### src/rtl/arb_pkg.sv
// Shared definitions for the round-robin arbiter family: FSM encoding and a
// constant-friendly clog2 helper for derived widths.
package arb_pkg;

  localparam logic [1:0] ST_IDLE  = 2'b01;
  localparam logic [1:0] ST_GRANT = 2'b10;

  typedef enum logic [1:0] {
    StIdle  = ST_IDLE,
    StGrant = ST_GRANT
  } state_e;

  // Ceiling log2; usable in parameter expressions.
  function automatic int unsigned clog2(input int unsigned v);
    int unsigned r;
    r = 0;
    while ((32'd1 << r) < v) r++;
    return r;
  endfunction

endpackage

### src/rtl/arb_rr_n_if.sv
// Request/grant bundle between N bus masters and one arbiter instance.
interface arb_rr_n_if
  import arb_pkg::*;
#(
  parameter int unsigned NUM_REQ = 4
);
  localparam int unsigned ID_W = clog2(NUM_REQ);

  logic [NUM_REQ-1:0] req;
  logic [NUM_REQ-1:0] gnt;
  logic               gnt_valid;
  logic [ID_W-1:0]    gnt_id;
  logic               preempt;

  // Requester side.
  modport master (
    output req,
    input  gnt, gnt_valid, gnt_id, preempt
  );

  // Arbiter side.
  modport slave (
    input  req,
    output gnt, gnt_valid, gnt_id, preempt
  );

endinterface

### src/rtl/arb_rr_pick.sv
// Combinational round-robin pick: search req from last_ptr+1 upward with wrap,
// optionally masking one requester out of the search.
module arb_rr_pick
  import arb_pkg::*;
#(
  parameter int unsigned NUM_REQ = 4,
  parameter int unsigned ID_W    = clog2(NUM_REQ)
) (
  input  logic [NUM_REQ-1:0] req,
  input  logic [ID_W-1:0]    last_ptr,
  input  logic               excl_valid,
  input  logic [ID_W-1:0]    excl_id,
  output logic               win_valid,
  output logic [ID_W-1:0]    win_id,
  output logic [NUM_REQ-1:0] win_onehot
);

  logic [NUM_REQ-1:0] masked;
  logic [NUM_REQ-1:0] rot;
  logic [ID_W-1:0]    start;
  logic [ID_W-1:0]    off;
  logic [ID_W:0]      sum;

  // Rotate the masked request vector so the search start sits at bit 0, then
  // take the lowest set bit and rotate its index back.
  always_comb begin
    masked = req;
    for (int i = 0; i < NUM_REQ; i++) begin
      if (excl_valid && (excl_id == ID_W'(i))) masked[i] = 1'b0;
    end
    start = (last_ptr >= ID_W'(NUM_REQ - 1)) ? '0 : last_ptr + 1'b1;
    rot   = NUM_REQ'({masked, masked} >> start);

    win_valid = 1'b0;
    off       = '0;
    for (int i = NUM_REQ - 1; i >= 0; i--) begin
      if (rot[i]) begin
        win_valid = 1'b1;
        off       = ID_W'(i);
      end
    end

    sum = {1'b0, off} + {1'b0, start};
    if (sum >= (ID_W + 1)'(NUM_REQ)) sum = sum - (ID_W + 1)'(NUM_REQ);
    win_id = sum[ID_W-1:0];

    win_onehot = '0;
    for (int i = 0; i < NUM_REQ; i++) begin
      win_onehot[i] = win_valid && (win_id == ID_W'(i));
    end
  end

endmodule

### src/rtl/arb_rr_n.sv
// N-requester round-robin arbiter with registered one-hot grant, owner hold
// while requesting, and a hold limit that forces rotation under contention.
module arb_rr_n
  import arb_pkg::*;
#(
  parameter int unsigned NUM_REQ  = 4,
  parameter int unsigned MAX_HOLD = 8
) (
  input logic       clock,
  input logic       reset,
  arb_rr_n_if.slave bus
);

  localparam int unsigned ID_W = clog2(NUM_REQ);
  localparam int unsigned HC_W = (MAX_HOLD == 0) ? 1 : clog2(MAX_HOLD + 1);
  localparam logic [HC_W-1:0] HOLD_MAX = HC_W'(MAX_HOLD);
  localparam logic [HC_W-1:0] HOLD_ONE = (MAX_HOLD == 0) ? '0 : HC_W'(1);

  state_e             state_q, state_d;
  logic [NUM_REQ-1:0] gnt_q, gnt_d;
  logic               gnt_valid_q;
  logic [ID_W-1:0]    gnt_id_q, gnt_id_d;
  logic               preempt_q, preempt_d;
  logic [HC_W-1:0]    hold_q, hold_d;
  logic [ID_W-1:0]    last_q, last_d;

  logic               win_valid;
  logic [ID_W-1:0]    win_id;
  logic [NUM_REQ-1:0] win_onehot;
  logic               owner_req;
  logic               others;
  logic               take;

  // While granting, the owner is excluded so a forced rotation skips it; when
  // the owner has dropped, excluding it changes nothing.
  arb_rr_pick #(
    .NUM_REQ (NUM_REQ),
    .ID_W    (ID_W)
  ) u_pick (
    .req        (bus.req),
    .last_ptr   (last_q),
    .excl_valid (state_q == StGrant),
    .excl_id    (gnt_id_q),
    .win_valid  (win_valid),
    .win_id     (win_id),
    .win_onehot (win_onehot)
  );

  // Next-state and next-output decode.
  always_comb begin
    state_d   = state_q;
    gnt_d     = gnt_q;
    gnt_id_d  = gnt_id_q;
    preempt_d = 1'b0;
    hold_d    = hold_q;
    last_d    = last_q;
    take      = 1'b0;
    owner_req = |(bus.req & gnt_q);
    others    = |(bus.req & ~gnt_q);

    unique case (state_q)
      StIdle: begin
        if (win_valid) take = 1'b1;
      end
      StGrant: begin
        if (owner_req) begin
          if (others && (MAX_HOLD != 0) && (hold_q == HOLD_MAX)) begin
            take      = 1'b1;
            preempt_d = 1'b1;
          end else if ((MAX_HOLD != 0) && (hold_q != HOLD_MAX)) begin
            hold_d = hold_q + 1'b1;
          end
        end else if (win_valid) begin
          take = 1'b1;
        end else begin
          state_d  = StIdle;
          gnt_d    = '0;
          gnt_id_d = '0;
          hold_d   = '0;
        end
      end
      default: begin
        state_d  = StIdle;
        gnt_d    = '0;
        gnt_id_d = '0;
        hold_d   = '0;
      end
    endcase

    if (take) begin
      state_d  = StGrant;
      gnt_d    = win_onehot;
      gnt_id_d = win_id;
      last_d   = win_id;
      hold_d   = HOLD_ONE;
    end
  end

  // State and registered outputs; reset clears everything immediately.
  always_ff @(posedge clock or negedge reset) begin
    if (!reset) begin
      state_q     <= StIdle;
      gnt_q       <= '0;
      gnt_valid_q <= 1'b0;
      gnt_id_q    <= '0;
      preempt_q   <= 1'b0;
      hold_q      <= '0;
      last_q      <= ID_W'(NUM_REQ - 1);
    end else begin
      state_q     <= state_d;
      gnt_q       <= gnt_d;
      gnt_valid_q <= |gnt_d;
      gnt_id_q    <= gnt_id_d;
      preempt_q   <= preempt_d;
      hold_q      <= hold_d;
      last_q      <= last_d;
    end
  end

  assign bus.gnt       = gnt_q;
  assign bus.gnt_valid = gnt_valid_q;
  assign bus.gnt_id    = gnt_id_q;
  assign bus.preempt   = preempt_q;

  a_gnt_onehot0 : assert property (@(posedge clock) disable iff (!reset) $onehot0(gnt_q));
  a_gnt_valid : assert property (@(posedge clock) disable iff (!reset) gnt_valid_q == |gnt_q);
  a_gnt_id : assert property (@(posedge clock) disable iff (!reset)
    gnt_q == (gnt_valid_q ? (NUM_REQ'(1) << gnt_id_q) : '0));

endmodule

### src/flat_wrapper.sv
// flat-port wrapper written by rule: the top's interface ports become plain ports
module arb_rr_n_flat import arb_pkg::*;
#(
  parameter int unsigned NUM_REQ  = 4,
  parameter int unsigned MAX_HOLD = 8
)
  (clock, reset, bus_req, bus_gnt, bus_gnt_valid, bus_gnt_id, bus_preempt);
  arb_rr_n_if #(.NUM_REQ(NUM_REQ)) bus_i ();
  input logic clock;
  input logic reset;
  input wire logic [$bits(bus_i.req)-1:0] bus_req;
  output wire logic [$bits(bus_i.gnt)-1:0] bus_gnt;
  output wire logic [$bits(bus_i.gnt_valid)-1:0] bus_gnt_valid;
  output wire logic [$bits(bus_i.gnt_id)-1:0] bus_gnt_id;
  output wire logic [$bits(bus_i.preempt)-1:0] bus_preempt;
  assign bus_i.req = bus_req;
  assign bus_gnt = bus_i.gnt;
  assign bus_gnt_valid = bus_i.gnt_valid;
  assign bus_gnt_id = bus_i.gnt_id;
  assign bus_preempt = bus_i.preempt;
  arb_rr_n #(.NUM_REQ(NUM_REQ), .MAX_HOLD(MAX_HOLD)) u_core (.clock(clock), .reset(reset), .bus(bus_i));
endmodule
### config.mk
export PLATFORM = sky130hd
export DESIGN_NAME = arb_rr_n_flat
export DESIGN_NICKNAME = d
export VERILOG_FILES = /design/src/rtl/arb_pkg.sv /design/src/rtl/arb_rr_n_if.sv /design/src/rtl/arb_rr_pick.sv /design/src/rtl/arb_rr_n.sv /design/src/flat_wrapper.sv
export SDC_FILE = /design/constraint.sdc
export NUM_CORES = 1
export LEC_CHECK = 0
export BUFFER_PORTS_ARGS = -buffer_cell sky130_fd_sc_hd__buf_4
export CAP_MARGIN = 40
export CORE_MARGIN = 3
export CORE_UTILIZATION = 45
export DETAILED_ROUTE_END_ITERATION = 12
export GPL_TIMING_DRIVEN = 0
export SLEW_MARGIN = 40
export SYNTH_ARGS = -nofsm -noshare
export SYNTH_HDL_FRONTEND = slang
export SYNTH_SLANG_ARGS = --single-unit
### constraint.sdc
create_clock -name clock -period 3.3 [get_ports clock]
set_input_delay 0.495 -clock clock [delete_from_list [all_inputs] [get_ports clock]]
set_output_delay 0.495 -clock clock [all_outputs]
set_load 0.005 [all_outputs]
# Word level (Yosys, flattened, before mapping)
# Index checks and enable logic that the tools add are counted.
# totals
wordCells	87
regBits	16
output_inout_bits	8
# op_classes
eq_ne	16
reduce_logical	16
n_addsub	4
n_bitwise	3
shifts	1
n_mux	38
n_lt_le_gt_ge	2
# ops
cell	n
2-to-1 mux 4 bit	8
2-to-1 mux 2 bit	12
one-hot mux 4 bit (2 select lines)	2
2-to-1 mux 1 bit	13
!= test 4 bit (second input constant)	3
OR reduction 4 bit	3
equality test 2 bit (second input constant)	5
logical AND 1 bit	9
AND 4 bit	2
one-hot mux 2 bit (2 select lines)	2
right shift 8 x 2 -> 4 bit	1
equality test 2 x 1 -> 1 bit (second input constant)	3
adder 4 x 1 -> 4 bit (second input constant)	1
equality test 4 bit (second input constant)	1
zero test 2 bit	2
!= test 4 x 2 -> 1 bit (second input constant)	1
inverter 4 bit	1
AND reduction 4 bit	1
adder 2 x 2 -> 3 bit	1
greater-or-equal comparator 3 bit (second input constant)	1
!= test 3 x 2 -> 1 bit (second input constant)	1
!= test 3 bit (second input constant)	1
AND reduction 3 bit	1
adder 2 x 1 -> 2 bit (second input constant)	1
other kinds (4)	4

# Logic depth before layout (Yosys ltp)
# Gate-level depths: netlist (run 1).
# depth
word_depth	15
depth_mapped	15

# Cells and area by module
# Synthesis (run 1) repeated with hierarchy kept, for this count alone.
# hier_totals
cells_unflattened	161
hier_area_um2	1447.6
# modules_own_cells
mod	area_per_inst_um2	seq_area_each_um2	instances	cells_per_inst
arb_rr_n	937.1	404.1	1	98
arb_rr_pick	510.5	0.0	1	63

# Worst setup path after synthesis (run 1)
# Ideal clock, no wire load.
# synth_path
path_kind	register to register
startpoint	reg u_core.state_q[0]
endpoint	reg u_core.gnt_q[1] (netlist: u_core.bus.gnt[1])
synth_period_minus_slack_ns	2.986
arrival_time_ns	2.864
setup_ns	0.122
required_ns	3.178
stages_incl_launch_ff	16
setup_slack_ns	0.314
path_cell_list	dfstp_2 inv_1 ha_1 buf_4 or3b_2 a22oi_4 and3b_1 a21oi_1 o21ai_0 ha_1 xnor2_1 o2111ai_1 o31ai_1 a41oi_2 nand2_2 a32o_1
# synth_via
elab_chain_cells	14
# synth_lines
element	line	text
from (decl)	arb_rr_n.sv:19	state_e state_q, state_d;
from (signal assigned)	arb_rr_n.sv:102	state_q <= StIdle;
from (signal assigned)	arb_rr_n.sv:110	state_q <= state_d;
equality test 2 bit	arb_rr_n.sv:42, arb_rr_n.sv:61	
logical AND 1 bit	arb_rr_pick.sv:29	if (excl_valid && (excl_id == ID_W'(i))) masked[i] = 1'b0;
2-to-1 mux 1 bit	arb_rr_pick.sv:29	
right shift 8 x 2 -> 4 bit	arb_rr_pick.sv:32	rot = NUM_REQ'({masked, masked} >> start);
2-to-1 mux 2 bit (4 in series)	arb_rr_pick.sv:37	if (rot[i]) begin
adder 2 x 2 -> 3 bit	arb_rr_pick.sv:43	sum = {1'b0, off} + {1'b0, start};
greater-or-equal comparator 3 bit / subtractor 2 x 1 -> 2 bit (equally long branches)	arb_rr_pick.sv:44	if (sum >= (ID_W + 1)'(NUM_REQ)) sum = sum - (ID_W + 1)'(NUM_REQ);
2-to-1 mux 2 bit	arb_rr_pick.sv:44	
equality test 2 x 1 -> 1 bit	arb_rr_pick.sv:49	win_onehot[i] = win_valid && (win_id == ID_W'(i));
logical AND 1 bit	arb_rr_pick.sv:49	
2-to-1 mux 4 bit (*)	arb_rr_n.sv:90	if (take) begin
via u_core.gnt_d[1]	arb_rr_n.sv:20	logic [NUM_REQ-1:0] gnt_q, gnt_d;
to (signal assigned)	arb_rr_n.sv:111	gnt_q <= gnt_d;
to (decl)	arb_rr_n.sv:20	
# The timed path passes the listed nets; every way through them passes the cells marked *.
# A chain may end at the register's enable or synchronous reset.

# Worst setup path after layout (run 1)
# Same ends and word-level chain as after synthesis.

==> implementation parameters, run 1 <==
Parameter                              Value

Logic synthesis
  Leading register cell type out of synthesis    dfrtp_1
  Synthesized instance count    132
  Number of distinct library cell variants in the gate-level netlist after synthesis    51
  Average size of a mapped cell    9.12 um2
  Number of enable-type register cells in the synthesized netlist    0
  Area contributors post-synth    dfrtp_1 27%, dfstp_2 6.5%, ha_1 6.2%
  Cell accounting for the most synthesized area    dfrtp_1
  Mapped Nets    144
  Yosys warnings    0
  Post-synthesis sequential area ratio    33.6%
  Area share of the largest cell type after synthesis    27.0%
  Post-synthesis instance area    1200 um2
  #FFs+latches synth    16
  Async set or reset register ratio after synthesis    100%

STA
  Setup repair after global routing missed its margin    false
  Accumulated negative setup slack    0 ns
  Number of hold violations in the final report    0
  Final setup vio count    0
  Worst Tran Pin Value    0.579 ns
  Fmax achieved    322 MHz
  Layout Skew    0.00901 ns
  Worst-case headroom to the max-slew limit    60.4%
  Setup ws final    0.195 ns
  Max-slew violation total from the final report    0
  Final critical path time including I/O delays and setup    3.11 ns
  Ratio of final minimum period to clock period    94.1%

Power and ir drop
  Power per cell area    973 nW/um2
  Leakage power of the design    0.000642 uW
  Proportion of power drawn by flip-flops and latches    23.4%
  Sw Ratio    46.4%
  Comb pwr share    67.2%
  Switching power total    637 uW
  Cell Int Power    735 uW
  Worst IR drop on VDD    0.000626 V
  Fraction of power consumed by the clock network    9.4%

GRT
  Pin count of the biggest net entering global routing    17
  Antenna violations before repair    0
  Wire length of the first global-routing pass    5300 um
  Overall routing resource usage    20.4%
  Number of global-route vias before repair    1132
  Remaining Overflow, GRT    0

Critical path
  Endpoint required time on the critical path    3.47 ns
  Crit end category    flop
  Category of the most critical setup path    flop to flop
  Largest driver fanout on the critical path    9
  Arrival time at the worst endpoint    3.28 ns
  Startpoint types    flop
  Reg2Reg Depth    15

Layout
  Final net count    163
  Ratio of cells with drive above 1 in the final layout    24.0%
  Number of antenna diodes    0
  Final Instance Area    1410 um2
  Layout overhead on the synthesized area    17.2%
  Filler Cell Count    236

Die
  Starting density of the core    48.1%
  Die ar.    3330 um2
  Area of the core    2500 um2
  Die width    57.7 um
  Number of placed I/O pins    14
  Number of standard-cell rows in the floorplan    18
  Chip height    57.7 um

Drt
  Via-to-Cell Ratio    6.12
  Number of vias after detailed routing    1101
  Number of nets with antenna violations after detailed routing    0
  Total wire length    2960 um
  Iteration count of the initial detailed-routing pass    4
  Wirelength per Cell    16.4 um
  Post-detailed-route DRC marker count    0
  Drt first-iter violations    73

Clocking
  Clock buffer depth    2
  Clock-pin slew on the worst setup and hold paths    0.10 ns
  CTS tree    built
  Clock Sink Count    16
  Maximum level of the CTS H-tree    1
  Worst-Skew Late Latency    0.29 ns
  Root buffer selected by CTS    clkbuf_4
  CTS buffer count    3

Placement
  Post-DP Area    1340 um2
  Post-DP HPWL    2280 um
  Number of I/O port buffers    13
  Worst slack at placement    -0.0349 ns
  Gp weighted congestion    0.779

Status
  Status    finished clean

Run
  MaxCap Viol Count    0

Min path
  Hold Path Class    input pin to async pin
synthesized netlist by cell type, drive strengths merged, types with 2 or more instances:
library cell,count
and3b,3
nand2,14
a221o,2
o21ai,7
and2,2
o2111ai,3
nor2,7
o22ai,3
nand3b,3
dfstp,3
a32o,2
and3,2
nor3,2
nand3,4
xor2,3
a22oi,4
o211a,2
buf,2
o211ai,3
a21oi,7
a21o,2
dfrtp,13
ha,6
inv,12
sequential cells by signal, indices dropped and copies added (netlist names):
register	cells
u_core.hold_q	4
u_core.last_q	2
u_core.state_q	2
u_core.bus.gnt_id	2
u_core.bus.gnt	4
u_core.bus.gnt_valid	1
u_core.bus.preempt	1
cells in the final DEF, fill, tap and decap left out, types with 2 or more instances in the layout:
cell type,instances
ha_1,5
a22oi_1,2
a221o_1,2
nand2_1,12
a21oi_1,7
and3_1,2
inv_1,12
o21ai_1,2
clkbuf_4,3
o2111ai_1,3
a32o_1,2
o211ai_1,3
nand3b_1,3
dfrtp_1,13
o21ai_0,5
xor2_1,2
buf_4,15
o22ai_1,3
nand3_1,4
o211a_1,2
nor2_1,7
and3b_1,3
nand2_2,2
dfstp_2,3
and2_1,2
path summary, 6_finish.rpt:
kind / from / to / slack (ns)
hold / removal: reset / u_core.hold_q[1] / 0.05
setup / recovery: u_core.state_q[0] / u_core.bus.gnt[1] / 0.19
hold reg to reg: u_core.last_q[1] / u_core.last_q[1] / 0.50
min in group clock: u_core.last_q[1] / u_core.last_q[1] / 0.50
setup reg to reg: u_core.state_q[0] / u_core.bus.gnt[1] / 0.19
max in group asynchronous: reset / u_core.last_q[0] / 2.99
worst max-delay path, stage by stage (launching register included):
cell and delay, ns:
dfstp_2 0.39, inv_1 0.05, ha_1 0.15, buf_4 0.15
or3b_4 0.42, a22oi_4 0.19, and3b_1 0.19, a21oi_1 0.12
o21ai_1 0.09, ha_2 0.21, xnor2_2 0.17, o2111ai_1 0.12
o31ai_1 0.11, a41oi_2 0.24, nand2_2 0.12, a32o_1 0.27
routing by layer:
metal | global-route usage [%] | vias to the layer above | share of wire [%]
met2 | 30.5 | 27 | 47
li1 | - | 536 | -
met1 | 30.2 | 534 | 48
met5 | 0 | - | 0
met3 | 2.90 | 4 | 4.4
met4 | 6.62 | 0 | 0.81
layout make-up:
class | count | area (um2) | area share (%)
multi-input combinational | 101 | 767 | 54.4
sequential | 16 | 404 | 28.7
timing repair buffer | 14 | 105 | 7.45
inverter | 12 | 45.0 | 3.19
tap | 30 | 37.5 | 2.66
clock buffer | 4 | 36.3 | 2.57
buffer | 3 | 15.0 | 1.06
per-stage QoR:
| step | utilization (%) | total power [uW] | hold slack [ns] | std cells |
|---|---|---|---|---|
| floorplan | - | 975 | 0.199 | 132 |
| global placement | 53.6 | 1160 | 0.370 | 175 |
| global route | 56.4 | 1510 | 0.0459 | 180 |
| finish | 56.4 | 1370 | 0.0483 | 180 |
| CTS | 55.3 | 1330 | 0.0476 | 180 |
| detailed placement | 53.6 | 1190 | 0.373 | 175 |
repair_timing:
action	4_1_cts	5_1_grt
setup buffers	1	0
pin swaps	1	0
resized for setup	0	7
setup endpoints to repair	5	6
hold buffers	0	0
gates cloned	0	0
kinds of logic after synthesis:
family,count (synthesis),synth area share [%]
AOI/OAI and AO/OA,48,32.9
xor gates and xnor gates,4,2.91
adders and majority gates,6,6.24
buffers and inverters,15,4.99
DFF,16,33.6
muxes,1,0.832
and+or+nand+nor,42,18.6
power by group through the flow:
stage | clock (uW) | combinational (uW) | sequential, uW
floorplan | 0 | 666 | 310
global route | 143 | 1030 | 332
detailed placement | 0 | 868 | 323
global placement | 0 | 845 | 318
CTS | 135 | 872 | 320
finish | 129 | 922 | 321
No activity file was read; power rests on OpenSTA's default activity.
==> run 2, diff against run 1 <==
--- a/config.mk
+++ b/config.mk
@@ -8,9 +8,10 @@
 export BUFFER_PORTS_ARGS = -buffer_cell sky130_fd_sc_hd__buf_4
 export CAP_MARGIN = 40
 export CORE_MARGIN = 3
-export CORE_UTILIZATION = 45
+export CORE_UTILIZATION = 57
 export DETAILED_ROUTE_END_ITERATION = 12
 export GPL_TIMING_DRIVEN = 0
+export PLACE_DENSITY = 0.75
 export SLEW_MARGIN = 40
 export SYNTH_ARGS = -nofsm -noshare
 export SYNTH_HDL_FRONTEND = slang
==> run 2 against run 1 <==
Compared with the run above:
- wire length is 4.5% higher
- maximum frequency is 0.12% higher
- worst setup slack improved by 0.0036 ns
- sequential share of layout area down 0.051 points
- first-iteration DRC count fell by 51%
- flip-flop and latch count stayed put
- non-clock buffer count did not move
- critical path depth fell by 1
- clock skew is 0.0035 ns lower
- sequential power is essentially flat
- combinational power is 2% higher
- clock power barely moved
- critical path type unchanged
==> implementation parameters, run 2 (same netlist as run 1, synthesis figures left out) <==
Parameter                              Value

Layout
  Area of combinational cells with multiple inputs    776 um2
  Seq. cell area    404 um2
  Most frequent cells in the layout    15 x buf_4, 13 x dfrtp_1, 12 x inv_1, 12 x nand2_1, 7 x nor2_1
  Layout overhead on the synthesized area    17.4%
  Most common library cell in the layout ignoring fill and taps    buf_4
  Ratio of cells with drive above 1 in the final layout    25.3%
  Post-Layout Cell Count    175
  Number of antenna diodes    0
  Final net count    163
  Filler Cell Count    128

STA
  Layout Skew    0.00554 ns
  Number of hold violations in the final report    0
  Final critical path time including I/O delays and setup    3.10 ns
  Max-slew violation total from the final report    0
  Worst Tran Pin Value    0.568 ns
  Setup repair after global routing missed its margin    false
  Worst-case headroom to the max-slew limit    61.2%
  Ratio of final minimum period to clock period    94.0%
  Final setup vio count    0
  Worst slack on hold paths    0.0458 ns
  Fmax achieved    322 MHz

Die
  Die ar.    2700 um2
  Chip height    52.0 um
  Die width    52.0 um
  Number of placed I/O pins    14
  Number of standard-cell rows in the floorplan    15
  Area of the core    1860 um2
  Starting density of the core    64.8%

GRT
  Number of global-route vias before repair    1185
  Global-route layer with the greatest usage    met2
  Overall routing resource usage    26.6%
  Pin count of the biggest net entering global routing    17
  Remaining Overflow, GRT    0
  Antenna violations before repair    0
  Met2 demand-to-capacity share in global routing    43.1%
  Met3 layer usage reported by global route    6.30%
  Met1 Use GR    33.8%
  Wire length of the first global-routing pass    5390 um

Placement
  Cells after DPL    170
  Post-DP HPWL    2280 um
  Number of I/O port buffers    13
  Gp weighted congestion    0.895

Power and ir drop
  Worst IR drop on VDD    0.000788 V
  Power per cell area    987 nW/um2
  Leakage power of the design    0.000643 uW

Drt
  Wirelength per Cell    17.7 um
  Iteration count of the initial detailed-routing pass    4
  Drt first-iter violations    36
  Post-detailed-route DRC marker count    0
  Via-to-Cell Ratio    6.46
  Number of vias after detailed routing    1131
  Total wire length    3090 um
  Number of nets with antenna violations after detailed routing    0

Clocking
  Worst-Skew Late Latency    0.29 ns
  Clock-pin slew on the worst setup and hold paths    0.10 ns
  Root buffer selected by CTS    clkbuf_4
  Maximum level of the CTS H-tree    1
  Clock Sink Count    16
  Clock buffer depth    2
  Number of buffers inserted by hold repair at cts    0
  CTS buffer count    3
  CTS tree    built

Critical path
  Largest driver fanout on the critical path    9
  Critical Path Source    u_core.state_q[0]
  Destination of the critical timing path    u_core.bus.gnt[1]
  Worst flop-to-flop path startpoint    u_core.state_q[0]
  Register-to-register setup slack    0.20 ns
  Category of the most critical setup path    flop to flop
  Startpoint types    flop
  Crit end category    flop
  Endpoint required time on the critical path    3.48 ns
  Arrival time at the worst endpoint    3.28 ns
  Capturing point of the worst reg2reg path    u_core.bus.gnt[1]
  Reg2Reg Depth    14

Min path
  Hold Path Class    input pin to async pin

Status
  Status    finished clean

Run
  MaxCap Viol Count    0
[run 2: cell count changes in the layout (fill, tap and decap cells not counted)]
cell | previous run | this run
o21ai_0 | 5 | 6
a21oi_2 | 0 | 1
a21oi_1 | 7 | 6
nand3_2 | 0 | 1
nand3_1 | 4 | 3
o21ai_1 | 2 | 1
[run 2: timing repair]
action,in CTS,in global routing
buffers inserted,1,0
resized for setup,0,8
pin swaps,1,1
endpoints found under the setup margin,4,6
[run 2: where the power goes]
part | internal [uW] | total, uW | switching [uW] | leakage (uW)
clock | 67.2 | 132 | 65.2 | 0.0000210
combinational | 404 | 941 | 537 | 0.000416
sequential | 267 | 321 | 53.7 | 0.000206
total | 738 | 1390 | 656 | 0.000643
[run 2: final cells by class]
cell class / instances / area share, %
sequential: 16 / 28.6
clock buffer: 4 / 2.57
timing repair buffer: 14 / 7.44
multi-input combinational: 101 / 54.9
inverter: 12 / 3.19
buffer: 3 / 1.06
tap: 25 / 2.21
[run 2: stage by stage]
stage	utilization (%)	setup WS, ns	TNS (ns)	total power [uW]	instance area [um2]
after CTS	74.1	0.0485	0	1320	1380
after global routing	76.0	0.0352	0	1500	1410
final	76.0	0.198	0	1390	1410
after floorplan	-	0.314	0	975	1200
after global placement	71.7	0.0703	0	1150	1330
after detailed placement	71.7	-0.0210	-0.0316	1180	1330
[run 2: critical path: stages, from the launching register on]
cell,delay (ns)
dfstp_2,0.55
inv_1,0.04
ha_1,0.18
buf_4,0.16
or3b_4,0.27
nand2_2,0.10
o221a_2,0.31
o21ai_0,0.18
ha_2,0.26
xnor2_2,0.10
o2111ai_1,0.11
o31ai_1,0.11
a41oi_2,0.24
nand2_2,0.13
a32o_1,0.26
[run 2: routing by layer]
metal  wire length (um)  up-vias
met5                  0        -
met4                 31        0
met3                235        6
met2               1490       48
met1               1330      539
li1                   -      538
[run 2: worst min-delay path by stage]
stage | slack, ns | depth (start not counted) | to
floorplan | 0.20 | 0 | u_core.bus.gnt[0]
global placement | 0.37 | 1 | u_core.bus.gnt_valid
global route | 0.04 | 1 | u_core.hold_q[1]
CTS | 0.05 | 1 | u_core.hold_q[1]
detailed placement | 0.37 | 1 | u_core.hold_q[1]
finish | 0.05 | 1 | u_core.hold_q[1]
